==> config.mk <==
export PLATFORM = sky130hd
export DESIGN_NAME = seq_mult_7bit
export DESIGN_NICKNAME = d
export VERILOG_FILES = /design/src/rtl/seq_mult_7bit.sv
export SDC_FILE = /design/constraint.sdc
export NUM_CORES = 1
export LEC_CHECK = 0
export CELL_PAD_IN_SITES_DETAIL_PLACEMENT = 0
export CELL_PAD_IN_SITES_GLOBAL_PLACEMENT = 1
export CORE_AREA = 5 5 54 103
export DETAILED_ROUTE_END_ITERATION = 8
export DIE_AREA = 0 0 59 108
export GPL_ROUTABILITY_DRIVEN = 0
export PLACE_DENSITY = 0.86
export SKIP_LAST_GASP = 1
export SYNTH_ARGS = -nofsm -noshare
export SYNTH_HDL_FRONTEND = slang
export SYNTH_SLANG_ARGS = --single-unit
==> constraint.sdc <==
create_clock -name clk -period 3.64 [get_ports clk]
set_input_delay 0.546 -clock clk [delete_from_list [all_inputs] [get_ports clk]]
set_output_delay 0.546 -clock clk [all_outputs]
set_load 0.02 [all_outputs]
==> src/rtl/seq_mult_7bit.sv <==
// Sequential shift-and-add unsigned multiplier: one ripple-carry adder reused over WIDTH cycles.
// Start is accepted in idle; the product register updates on the last iteration, then done pulses.
module seq_mult_7bit #(
  parameter int unsigned WIDTH = 7
) (
  input  logic               clk,
  input  logic               rst_n,
  input  logic               i_start,
  input  logic [WIDTH-1:0]   i_a,
  input  logic [WIDTH-1:0]   i_b,
  output logic               o_busy,
  output logic               o_done,
  output logic [2*WIDTH-1:0] o_product
);

  typedef enum logic [1:0] {
    StIdle = 2'd0,
    StRun  = 2'd1,
    StDone = 2'd2
  } state_e;

  state_e               r_state;
  state_e               w_state_next;
  logic [2:0]           r_cnt;
  logic [WIDTH-1:0]     r_m;
  logic [WIDTH-1:0]     r_q;
  logic [WIDTH-1:0]     r_p;
  logic [2*WIDTH-1:0]   r_product;

  logic [WIDTH-1:0]     w_addend;
  logic [WIDTH-1:0]     w_sum;
  logic                 w_cout;
  logic [2*WIDTH-1:0]   w_shift;
  logic                 w_last;

  assign w_last  = (r_cnt == 3'(WIDTH - 1));
  assign w_shift = {w_cout, w_sum, r_q[WIDTH-1:1]};

  // Ripple-carry adder; a zero multiplier bit gates the addend rather than bypassing the adder.
  always_comb begin
    logic v_c;
    w_addend = r_q[0] ? r_m : '0;
    w_sum    = '0;
    v_c      = 1'b0;
    for (int i = 0; i < int'(WIDTH); i++) begin
      w_sum[i] = r_p[i] ^ w_addend[i] ^ v_c;
      v_c      = (r_p[i] & w_addend[i]) | (v_c & (r_p[i] ^ w_addend[i]));
    end
    w_cout = v_c;
  end

  always_ff @(posedge clk or negedge rst_n) begin
    if (!rst_n) begin
      r_state <= StIdle;
    end else begin
      r_state <= w_state_next;
    end
  end

  always_comb begin
    w_state_next = StIdle;
    unique case (r_state)
      StIdle:  w_state_next = i_start ? StRun : StIdle;
      StRun:   w_state_next = w_last ? StDone : StRun;
      StDone:  w_state_next = StIdle;
      default: w_state_next = StIdle;
    endcase
  end

  always_comb begin
    o_busy = (r_state == StRun);
    o_done = (r_state == StDone);
  end

  assign o_product = r_product;

  always_ff @(posedge clk or negedge rst_n) begin
    if (!rst_n) begin
      r_m       <= '0;
      r_q       <= '0;
      r_p       <= '0;
      r_cnt     <= '0;
      r_product <= '0;
    end else if (r_state == StIdle) begin
      if (i_start) begin
        r_m   <= i_a;
        r_q   <= i_b;
        r_p   <= '0;
        r_cnt <= '0;
      end
    end else if (r_state == StRun) begin
      // Carry out lands in the top of P so no partial-sum bit is lost.
      r_p   <= w_shift[2*WIDTH-1:WIDTH];
      r_q   <= w_shift[WIDTH-1:0];
      r_cnt <= r_cnt + 3'd1;
      if (w_last) begin
        r_product <= w_shift;
      end
    end
  end

endmodule

# Yosys cells after proc, flatten, opt, wreduce, memory -nomap -nowiden
# Index checks and enable logic that the tools add are counted.
dict set report word_totals {
  inputBits 17
  output_inout_bits 16
  reg_bits 40
  latch_bits 0
  rom_bits 0
  mem_bits_rw 0
  word_cells 62
  mem_count 0
}
dict set report classes {
  multipliers 0
  muxes 13
  reduce_logical 5
  eq_ne 4
  shifts 0
  order_cmp 0
  n_bitwise 33
  addsub 1
  div_mod_pow 0
}
# cell n
set ops {}
lappend ops {{7-bit 2-to-1 mux} 7}
lappend ops {{1-bit AND} 13}
lappend ops {{1-bit bitwise XOR} 13}
lappend ops {{3-bit 2-to-1 mux} 3}
lappend ops {{1-bit OR} 6}
lappend ops {{2-bit one-hot mux with 2 select lines} 1}
lappend ops {{2-bit AND reduction} 2}
lappend ops {{3-bit by 1-bit adder with 3-bit output, second input constant} 1}
lappend ops {{3-bit equality test, second input constant} 1}
lappend ops {{3-bit AND reduction} 1}
lappend ops {{2-bit by 1-bit equality test with 1-bit output, second input constant} 1}
lappend ops {{2-bit equality test, second input constant} 1}
lappend ops {{2-bit logical NOT} 1}
lappend ops {{2-bit 2-to-1 mux} 1}
lappend ops {{2-bit inequality test, second input constant} 1}
lappend ops {{2-bit nonzero test} 1}
lappend ops {{1-bit 2-to-1 mux} 1}
lappend ops {{1-bit NOT} 1}

# Depth between registers and ports, before layout
# Gate-level depths: netlist of run 1.
dict set report depth {
  ltp_word 16
  depth_mapped 14
  mapped_depth_nobuf 14
}

# Least setup slack after synthesis of run 1
# No wires, ideal clock.
dict set report synth_timing {
  path_kind {register to register}
  from {register r_q[0]}
  to {register r_product[12] (netlist: o_product[12])}
  synth_period_minus_slack_ns 2.975
  path_buffers 0
  stages_incl_launch_ff 15
  arrival_ns 2.892
  setup_time_ns 0.083
  slack_ns 0.665
  path_cell_list {dfrtp_1 -> and2_1 -> ha_1 -> fa_1 -> inv_1 -> fa_1 -> inv_1 -> fa_1 -> inv_1 -> fa_1 -> inv_1 -> fa_1 -> inv_1 -> fa_1 -> o21ai_0}
}
dict set report synth_via {
  elab_chain_len 13
}
# element line_no
set synth_lines {}
lappend synth_lines {{start: declaration} 26} ;# logic [WIDTH-1:0] r_q;
lappend synth_lines {{start signal: assignment} 87} ;# r_q <= i_b;
lappend synth_lines {{start signal: assignment} 94} ;# r_q <= w_shift[WIDTH-1:0];
lappend synth_lines {{7-bit 2-to-1 mux *} 42} ;# w_addend = r_q[0] ? r_m : '0;
lappend synth_lines {{1-bit AND or 1-bit bitwise XOR (tied branches)} 47} ;# v_c = (r_p[i] & w_addend[i]) | (v_c & (r_p[i] ^ w_addend[i]));
lappend synth_lines {{1-bit AND} 47}
lappend synth_lines {{1-bit OR} 47}
lappend synth_lines {{1-bit AND} 47}
lappend synth_lines {{1-bit OR} 47}
lappend synth_lines {{1-bit AND} 47}
lappend synth_lines {{1-bit OR} 47}
lappend synth_lines {{1-bit AND} 47}
lappend synth_lines {{1-bit OR} 47}
lappend synth_lines {{1-bit AND} 47}
lappend synth_lines {{1-bit OR} 47}
lappend synth_lines {{1-bit bitwise XOR *} 46} ;# w_sum[i] = r_p[i] ^ w_addend[i] ^ v_c;
lappend synth_lines {{end signal: assignment} 97} ;# r_product <= w_shift;
lappend synth_lines {{end: declaration} 28} ;# logic [2*WIDTH-1:0] r_product;
# Mark *: on every way between the ends. The rest lies on a longest branch, timed or not.
# A chain may end at the register's enable or synchronous reset.

# Final worst setup path of run 1
dict set report layout_timing {
  from {register r_q[0]}
  to {register r_p[5]}
}
dict set report layout_via {
  elab_chain_len 15
}
# element line_no
set layout_lines {}
lappend layout_lines {{7-bit 2-to-1 mux *} 42}
lappend layout_lines {{1-bit AND or 1-bit bitwise XOR (tied branches)} 47}
lappend layout_lines {{1-bit AND} 47}
lappend layout_lines {{1-bit OR} 47}
lappend layout_lines {{1-bit AND} 47}
lappend layout_lines {{1-bit OR} 47}
lappend layout_lines {{1-bit AND} 47}
lappend layout_lines {{1-bit OR} 47}
lappend layout_lines {{1-bit AND} 47}
lappend layout_lines {{1-bit OR} 47}
lappend layout_lines {{1-bit AND} 47}
lappend layout_lines {{1-bit OR} 47}
lappend layout_lines {{1-bit bitwise XOR *} 46}
lappend layout_lines {{7-bit 2-to-1 mux *} 91} ;# end else if (r_state == StRun) begin
lappend layout_lines {{7-bit 2-to-1 mux *} 84} ;# end else if (r_state == StIdle) begin
lappend layout_lines {{end signal: assignment} 93} ;# r_p <= w_shift[2*WIDTH-1:WIDTH];
lappend layout_lines {{end: declaration} 27} ;# logic [WIDTH-1:0] r_p;
# Mark *: on every way between the ends. The rest lies on a longest branch, timed or not. The select of a mux whose other input is x is not followed.

==> results of run 1 <==
-- layout make-up --
cell class | count | area [sq um]
clock inverters | 2 | 35.0
flip-flops and latches | 40 | 1000
clock buffers | 6 | 72.6
multi-input cells | 91 | 718
inverters | 14 | 52.6
well taps | 55 | 68.8
repair buffers | 33 | 323
fillers | 463 | 2370
-- power groups by stage --
stage / logic [mW] / registers (mW) / clock network, mW
final: 0.955 / 0.830 / 0.349
after global routing: 1.07 / 0.867 / 0.380
after CTS: 0.971 / 0.833 / 0.360
after detailed placement: 0.967 / 0.839 / 0
after global placement: 0.942 / 0.831 / 0
after floorplan: 0.587 / 0.871 / 0
-- placed cells by master (no fill, tap or decap), types with 3 or more instances in the layout --
cell type	count
o21ai_0	11
ha_1	3
mux2_2	16
clkdlybuf4s50_1	31
nor2_1	6
a22o_1	4
dfrtp_1	40
nand2_1	14
o22ai_1	4
nor3_1	7
fa_1	6
inv_1	14
and2_1	4
o32ai_1	3
a21oi_1	3
clkbuf_8	5
-- sequential cells by signal, summed over array words and instances (netlist names) --
| register | cells |
|---|---|
| r_state | 2 |
| o_product | 14 |
| r_q | 7 |
| r_m | 7 |
| r_p | 7 |
| r_cnt | 3 |
-- path summary, 6_finish.rpt --
kind	endpoint	slack, ns	cells past startpoint
max	r_p[5]	0.45	14
min	o_product[4]	0.38	1
max reg2reg	r_p[5]	0.45	14
min reg2reg	o_product[13]	0.49	2
max in group asynchronous	r_m[1]	2.71	1
min in group clk	o_product[13]	0.49	2
-- kinds of logic after synthesis --
kind of cell,after synthesis,share of synthesized area
compound gates,27,0.0936
buf+inv,21,0.0544
fa+ha+maj,9,0.0867
simple gates,38,0.110
flops,40,0.551
mux,17,0.105
-- metrics by stage --
| step | instances | setup WS [ns] |
|---|---|---|
| after floorplan | 152 | 0.665 |
| after global placement | 233 | 0.575 |
| after detailed placement | 233 | 0.452 |
| after CTS | 241 | 0.443 |
| after global routing | 241 | 0.275 |
| final | 241 | 0.452 |
-- layer usage --
metal / vias up / GRT usage / wire [um]
met2: 27 / 0.228 / 2050
met3: 5 / 0.0227 / 137
met5: - / 0 / 0
li1: 582 / - / -
met1: 592 / 0.149 / 1370
met4: 0 / 0.0632 / 71
-- worst register-to-register path, delay by kind of cell, from the launching register on --
kind	cells	cell delay, ns
AO/OA/AOI/OAI	1	0.17
adder cells (fa/ha/maj)	7	2.01
buffers and inverters	5	0.33
flip-flops	1	0.45
AND/OR/NAND/NOR	1	0.17
==> impl_metrics.env, run 1 <==
export IMPL_cts_buffers=5
export IMPL_cts_buffer_depth=2
export IMPL_clock_root_buffer="clkbuf_8"
export IMPL_grt_pass1_vias=1253
export IMPL_min_period_over_period=0.876
export IMPL_worstSetupPathType="flop to flop"
export IMPL_switching_share=0.367
export IMPL_hold_ws_ns=0.379
export IMPL_ys_warn_count=0
export IMPL_yosysMostFrequentCell="dfrtp_1"
export IMPL_fmax_ghz=0.314
export IMPL_dr_pass1_iters=4
export IMPL_seq_power_share=0.389
export IMPL_drc=0
export IMPL_netSwitchingPower_uw=783
export IMPL_num_vias=1206
export IMPL_synth_edf_count=0
export IMPL_grt_pass1_wl_um=6220
export IMPL_status="completed"
export IMPL_crit_path_end_kind="flop"
export IMPL_powerDensity_mw_per_mm2=940
export IMPL_ys_seq_area_frac=0.551
export IMPL_design_area_sq_mm=0.00227
export IMPL_fin_crit_ns=3.19
export IMPL_drt_iter0_markers=35
export IMPL_grt_setup_unrepaired="no"
export IMPL_clock_sinks=40
export IMPL_avgSynthCellArea_sq_um=12.0
export IMPL_crit_top_cell="fa_1"
export IMPL_post_cts_buffers=0
export IMPL_ctsHoldBuffers=0
export IMPL_comb_power_share=0.447
export IMPL_portBuffers=32
export IMPL_clkPwrFrac=0.164
export IMPL_grt_overflow=0
export IMPL_slowest_delay_ns=0.45
export IMPL_start_util=0.392
export IMPL_startpoint="r_q[0]"
export IMPL_synth_seq_cells=40
export IMPL_vdd_drop_max_mv=0.513
export IMPL_synth_cells=152
export IMPL_crit_slowest_cell="dfrtp_1"
export IMPL_skew_ns=0.00529
export IMPL_dieArea_sq_mm=0.00637
export IMPL_io_pins=33
export IMPL_worstHoldPathType="primary input to async pin"
export IMPL_tightest_slew_ns=0.998
export IMPL_fin_nets=211
export IMPL_setup_viol=0
export IMPL_finalPower_mw=2.13
export IMPL_synth_ff_type="dfrtp_1"
export IMPL_syn_area_sq_mm=0.00182
export IMPL_fin_util=0.489
export IMPL_clk_pin_slew_worst_paths_ns=0.08
export IMPL_clkLatencyLatePin_ns=0.29
export IMPL_cts_tree="yes"
export IMPL_cp_required_ns=3.84
export IMPL_routed_wl_um=3630
export IMPL_die_h_um=108
export IMPL_tns_ns=0
export IMPL_viasPerCell=5.00
export IMPL_dpl_hpwl_um=2670
export IMPL_slew_headroom=0.333
export IMPL_antenna_cells=0
export IMPL_worstPathCellList="and2_1 > ha_1 > fa_1 > inv_1 > fa_1 > inv_1 > fa_1 > inv_1 > fa_1 > inv_1 > fa_1 > inv_1 > fa_1 > o21ai_0"
export IMPL_cts_resized=0
export IMPL_yosysUniqueCellTypes=26
export IMPL_layout_drive_gt1_share=0.145
export IMPL_dpl_instance_area_sq_mm=0.00216
export IMPL_core_sq_mm=0.00464
export IMPL_r2r_start="r_q[0]"
export IMPL_synth_nets=178
export IMPL_grtUsageTotal=0.131
export IMPL_antenna_found_initial=0
export IMPL_yosys_area_top_type_share=0.551
export IMPL_critPathMaxFanout=8
export IMPL_fp_dieW_um=59
export IMPL_cts_max_level=2
export IMPL_yosys_area_top_type="dfrtp_1"
export IMPL_crit_family="adder cells"
export IMPL_report_final_slew_viol_count=0
export IMPL_synthArstFlopShare=1.00
export IMPL_maxCapViolCount=0
export IMPL_row_count=35
export IMPL_intPower_mw=1.35
export IMPL_synthTopCellsByArea="dfrtp_1 55%, mux2_2 9.9%, fa_1 6.6%"
export IMPL_yosys_top_cells_count="40 x dfrtp_1, 16 x mux2_2, 14 x inv_1, 14 x nand2_1, 11 x o21ai_0"
export IMPL_crit_buf_inv=5
export IMPL_leakagePower_nw=0.978
export IMPL_antenna_left=0
export IMPL_hold_violations=0
export IMPL_avgRoutedWirePerCell_um=15.1
export IMPL_synthToLayoutAreaGrowth_pct=24.9
export IMPL_crit_arrival_ns=3.39
export IMPL_grt_max_degree=41
export IMPL_critPathLaunchType="flop"
Note: power is estimated with default switching activity, not from simulation.
==> run 2: changes to the inputs <==
- CORE_AREA: 5 5 54 103 -> 8 8 57 106
- CTS_CLUSTER_SIZE: default -> 24
- DIE_AREA: 0 0 59 108 -> 0 0 65 114
==> run 2 against run 1 <==
Effect of this change:
- final cell count down 0.41%
- register-to-register slack barely moved
- sequential power shrank 0.8%
- maximum frequency is essentially flat
- via count grew 0.75%
- non-clock buffer count unchanged
- total power is 1.8% lower
- die area up 16%
- clock-buffer cell count is 1 higher
==> impl_metrics.env, run 2 (synthesized netlist as in run 1, its figures left out) <==
export IMPL_grt_pass1_vias=1289
export IMPL_start_util=0.395
export IMPL_grtUsageTotal=0.106
export IMPL_num_vias=1215
export IMPL_viasPerCell=5.06
export IMPL_multi_input_area_sq_um=718
export IMPL_slowest_delay_ns=0.44
export IMPL_fin_nets=211
export IMPL_hold_violations=0
export IMPL_antenna_found_initial=0
export IMPL_avgRoutedWirePerCell_um=15.3
export IMPL_worstHoldPathType="primary input to async pin"
export IMPL_crit_family="adder cells"
export IMPL_leakagePower_nw=0.974
export IMPL_slew_headroom=0.366
export IMPL_seq_area_sq_mm=0.00100
export IMPL_portBuffers=32
export IMPL_fp_dieW_um=65
export IMPL_crit_path_end_kind="flop"
export IMPL_grt_pass1_wl_um=6180
export IMPL_core_sq_mm=0.00460
export IMPL_layout_drive_gt1_share=0.146
export IMPL_setup_viol=0
export IMPL_dr_pass1_iters=3
export IMPL_fin_crit_ns=3.19
export IMPL_status="completed"
export IMPL_timing_rr_end="r_p[5]"
export IMPL_vdd_drop_max_mv=0.464
export IMPL_dieArea_sq_mm=0.00741
export IMPL_clock_root_buffer="clkbuf_8"
export IMPL_crit_slowest_cell="dfrtp_1"
export IMPL_ctsHoldBuffers=0
export IMPL_critPathLaunchType="flop"
export IMPL_intPower_mw=1.32
export IMPL_grt_overflow=0
export IMPL_skew_ns=0.00505
export IMPL_io_pins=33
export IMPL_cts_max_level=2
export IMPL_comb_power_share=0.458
export IMPL_fillers=457
export IMPL_design_area_sq_mm=0.00226
export IMPL_min_period_over_period=0.875
export IMPL_report_final_slew_viol_count=0
export IMPL_netSwitchingPower_uw=780
export IMPL_dpl_hpwl_um=2730
export IMPL_die_h_um=114
export IMPL_clk_pin_slew_worst_paths_ns=0.07
export IMPL_largest_reg_flops=14
export IMPL_row_count=35
export IMPL_worstRegToRegCells=14
export IMPL_cts_buffer_depth=2
export IMPL_switching_share=0.372
export IMPL_cp_depth=14
export IMPL_cts_resized=0
export IMPL_final_cell_mix="40 x dfrtp_1, 31 x clkdlybuf4s50_1, 16 x mux2_2"
export IMPL_reg2reg_setup_slack_ns=0.45
export IMPL_worstSetupEndpoint="r_p[5]"
export IMPL_drt_iter0_markers=21
export IMPL_routed_wl_um=3670
export IMPL_crit_top_cell="fa_1"
export IMPL_worstPathCellList="and2_1 > ha_1 > fa_1 > inv_1 > fa_1 > inv_1 > fa_1 > inv_1 > fa_1 > inv_1 > fa_1 > inv_1 > fa_1 > o21ai_0"
export IMPL_maxCapViolCount=0
export IMPL_mostFrequentLayoutCell="dfrtp_1"
export IMPL_tightest_slew_ns=0.949
export IMPL_tns_ns=0
export IMPL_clkLatencyLatePin_ns=0.29
export IMPL_critPathMaxFanout=8
export IMPL_dpl_instance_area_sq_mm=0.00216
export IMPL_synthToLayoutAreaGrowth_pct=24.3
export IMPL_crit_arrival_ns=3.38
export IMPL_hold_ws_ns=0.376
export IMPL_worstSetupPathType="flop to flop"
export IMPL_startpoint="r_q[0]"
export IMPL_cp_required_ns=3.83
export IMPL_cts_buffers=5
export IMPL_cts_tree="yes"
export IMPL_clock_sinks=40
export IMPL_grt_max_degree=41
export IMPL_fmax_ghz=0.314
export IMPL_crit_buf_inv=5
export IMPL_grt_setup_unrepaired="no"
export IMPL_post_cts_buffers=0
export IMPL_seq_power_share=0.393
export IMPL_drc=0
export IMPL_antenna_left=0
export IMPL_r2r_start="r_q[0]"
export IMPL_powerDensity_mw_per_mm2=928
export IMPL_clkPwrFrac=0.150
export IMPL_antenna_cells=0
==> run 2: changes by cell type in the layout (fill, tap and decap cells not counted) <==
cell	previous run	this run
clkbuf_8	5	7
bufinv_16	1	0
clkbuf_1	1	0
clkinv_2	1	0
==> run 2: how the worst min path moves through the flow <==
stage / startpoint / to / slack, ns / cells past startpoint
floorplan: rst_n / o_product[0] / 0.25 / 0
global placement: r_p[6] / r_p[6] / 0.47 / 2
detailed placement: o_product[4] / o_product[4] / 0.48 / 2
CTS: rst_n / r_q[4] / 0.41 / 1
global route: rst_n / o_product[13] / 0.45 / 1
finish: rst_n / o_product[13] / 0.38 / 1
==> run 2: layer usage <==
layer	vias to the layer above	global-route usage	part of all wire
met2	25	0.180	0.53
li1	574	-	-
met1	611	0.118	0.40
met3	5	0.0255	0.044
met4	0	0.0572	0.022
met5	-	0	0
==> run 2: metrics by stage <==
step,std cells,utilization,setup slack [ns],power (mW)
6_report,240,0.491,0.454,2.10
2_1_floorplan,152,-,0.665,1.46
4_1_cts,240,0.491,0.442,2.13
5_1_grt,240,0.491,0.236,2.26
3_3_place_gp,233,0.470,0.577,1.78
3_5_place_dp,233,0.470,0.455,1.80
==> run 2: area by class of cell <==
cell class,instances,area share
inverters,14,0.0233
well taps,55,0.0305
clock buffers,7,0.0426
repair buffers,33,0.143
multi-input cells,91,0.318
flip-flops and latches,40,0.443
==> run 2: power by group through the flow <==
stage	Clock, mW	Sequential [mW]	Combinational, mW
6_report	0.314	0.823	0.959
4_1_cts	0.322	0.826	0.980
3_5_place_dp	0	0.834	0.969
5_1_grt	0.337	0.857	1.07
3_3_place_gp	0	0.829	0.950
2_1_floorplan	0	0.871	0.587
==> run 3: changes to the inputs <==
- MAX_ROUTING_LAYER: default -> met4
==> run 3 against run 2 <==
Effect of this change:
- clock skew about the same
- final cell count unchanged
- register-to-register slack about the same
- largest cell class unchanged
- sequential cell count unchanged
==> impl_metrics.env, run 3 (synthesized netlist as in run 1, its figures left out) <==
export IMPL_antenna_left=0
export IMPL_crit_top_cell="fa_1"
export IMPL_viasPerCell=5.13
export IMPL_antenna_cells=0
export IMPL_grt_overflow=0
export IMPL_powerDensity_mw_per_mm2=928
export IMPL_cts_buffers=5
export IMPL_design_area_sq_mm=0.00226
export IMPL_leakagePower_nw=0.974
export IMPL_tightest_slew_ns=0.954
export IMPL_crit_arrival_ns=3.37
export IMPL_slew_headroom=0.363
export IMPL_layout_drive_gt1_share=0.146
export IMPL_critPathLaunchType="flop"
export IMPL_crit_slowest_cell="dfrtp_1"
export IMPL_fin_crit_ns=3.18
export IMPL_start_util=0.395
export IMPL_setup_viol=0
export IMPL_post_cts_buffers=0
export IMPL_dr_pass1_iters=4
export IMPL_grt_setup_unrepaired="no"
export IMPL_die_h_um=114
export IMPL_grtUsageTotal=0.109
export IMPL_avgRoutedWirePerCell_um=15.3
export IMPL_grt_pass1_wl_um=6180
export IMPL_clock_root_buffer="clkbuf_8"
export IMPL_antenna_found_initial=0
export IMPL_row_count=35
export IMPL_num_vias=1230
export IMPL_fin_nets=211
export IMPL_r2r_start="r_q[0]"
export IMPL_hold_violations=0
export IMPL_status="completed"
export IMPL_worstPathCellList="and2_1 > ha_1 > fa_1 > inv_1 > fa_1 > inv_1 > fa_1 > inv_1 > fa_1 > inv_1 > fa_1 > inv_1 > fa_1 > o21ai_0"
export IMPL_synthToLayoutAreaGrowth_pct=24.3
export IMPL_ctsHoldBuffers=0
export IMPL_final_cell_mix="40 x dfrtp_1, 31 x clkdlybuf4s50_1, 16 x mux2_2"
export IMPL_clkLatencyLatePin_ns=0.29
export IMPL_crit_buf_inv=5
export IMPL_critPathMaxFanout=8
export IMPL_cts_buffer_depth=2
export IMPL_crit_path_end_kind="flop"
export IMPL_slowest_delay_ns=0.44
export IMPL_largest_reg_flops=14
export IMPL_finalPower_mw=2.10
export IMPL_dieArea_sq_mm=0.00741
export IMPL_vdd_drop_max_mv=0.464
export IMPL_clk_pin_slew_worst_paths_ns=0.07
export IMPL_cp_required_ns=3.83
export IMPL_skew_ns=0.00518
export IMPL_cts_resized=0
export IMPL_dpl_instance_area_sq_mm=0.00216
export IMPL_drt_iter0_markers=27
export IMPL_timing_final_ws_setup_ns=0.457
export IMPL_portBuffers=32
export IMPL_core_sq_mm=0.00460
export IMPL_drc=0
export IMPL_grt_pass1_vias=1289
export IMPL_startpoint="r_q[0]"
export IMPL_worstHoldPathType="primary input to async pin"
export IMPL_tns_ns=0
export IMPL_routed_wl_um=3660
export IMPL_clock_sinks=40
export IMPL_hold_ws_ns=0.372
export IMPL_report_final_slew_viol_count=0
export IMPL_fp_dieW_um=65
export IMPL_fmax_ghz=0.314
export IMPL_crit_family="adder cells"
export IMPL_maxCapViolCount=0
export IMPL_io_pins=33
export IMPL_cts_tree="yes"
export IMPL_grt_max_degree=41
export IMPL_dpl_hpwl_um=2730
export IMPL_cts_max_level=2
export IMPL_mostFrequentLayoutCell="dfrtp_1"
export IMPL_min_period_over_period=0.874
export IMPL_worstSetupPathType="flop to flop"
export IMPL_dp_slack_ns=0.455
==> run 3: cell type report <==
type	instances	area [sq um]
inverters	14	52.6
flip-flops and latches	40	1000
fillers	457	2340
well taps	55	68.8
clock buffers	7	96.3
repair buffers	33	323
multi-input cells	91	718
==> run 3: path summary, 6_finish.rpt <==
check / end / slack, ns / cells past startpoint
hold reg to reg: o_product[4] / 0.49 / 2
min in group clk: o_product[4] / 0.49 / 2
hold / removal: o_product[13] / 0.37 / 1
setup reg to reg: r_p[5] / 0.46 / 14
setup / recovery: r_p[5] / 0.46 / 14
max in group asynchronous: r_m[3] / 2.73 / 1
==> run 3: metrics by stage <==
stage,utilization,instances
final,0.491,240
after global routing,0.491,240
after CTS,0.491,240
after detailed placement,0.470,233
after global placement,0.470,233
after floorplan,-,152
==> run 3: where the power goes <==
group	leakage (nW)	internal [mW]	switching [mW]	total [mW]
Clock	0.0503	0.169	0.146	0.315
Combinational	0.443	0.481	0.478	0.959
Sequential	0.480	0.667	0.157	0.823
==> run 3: metal layers <==
layer / track usage / wire length, um / up-vias
li1: - / - / 573
met3: 0.0245 / 165 / 5
met5: - / 0 / -
met4: 0.0572 / 78 / 0
met1: 0.119 / 1420 / 625
met2: 0.180 / 1990 / 27
==> run 3: worst register-to-register path: cells and delay by family, from the launching register on <==
| family | cells | cell delay [ns] |
|---|---|---|
| fa+ha+maj | 7 | 1.96 |
| flops | 1 | 0.44 |
| compound gates | 1 | 0.21 |
| simple gates | 1 | 0.16 |
| buf+inv | 5 | 0.33 |
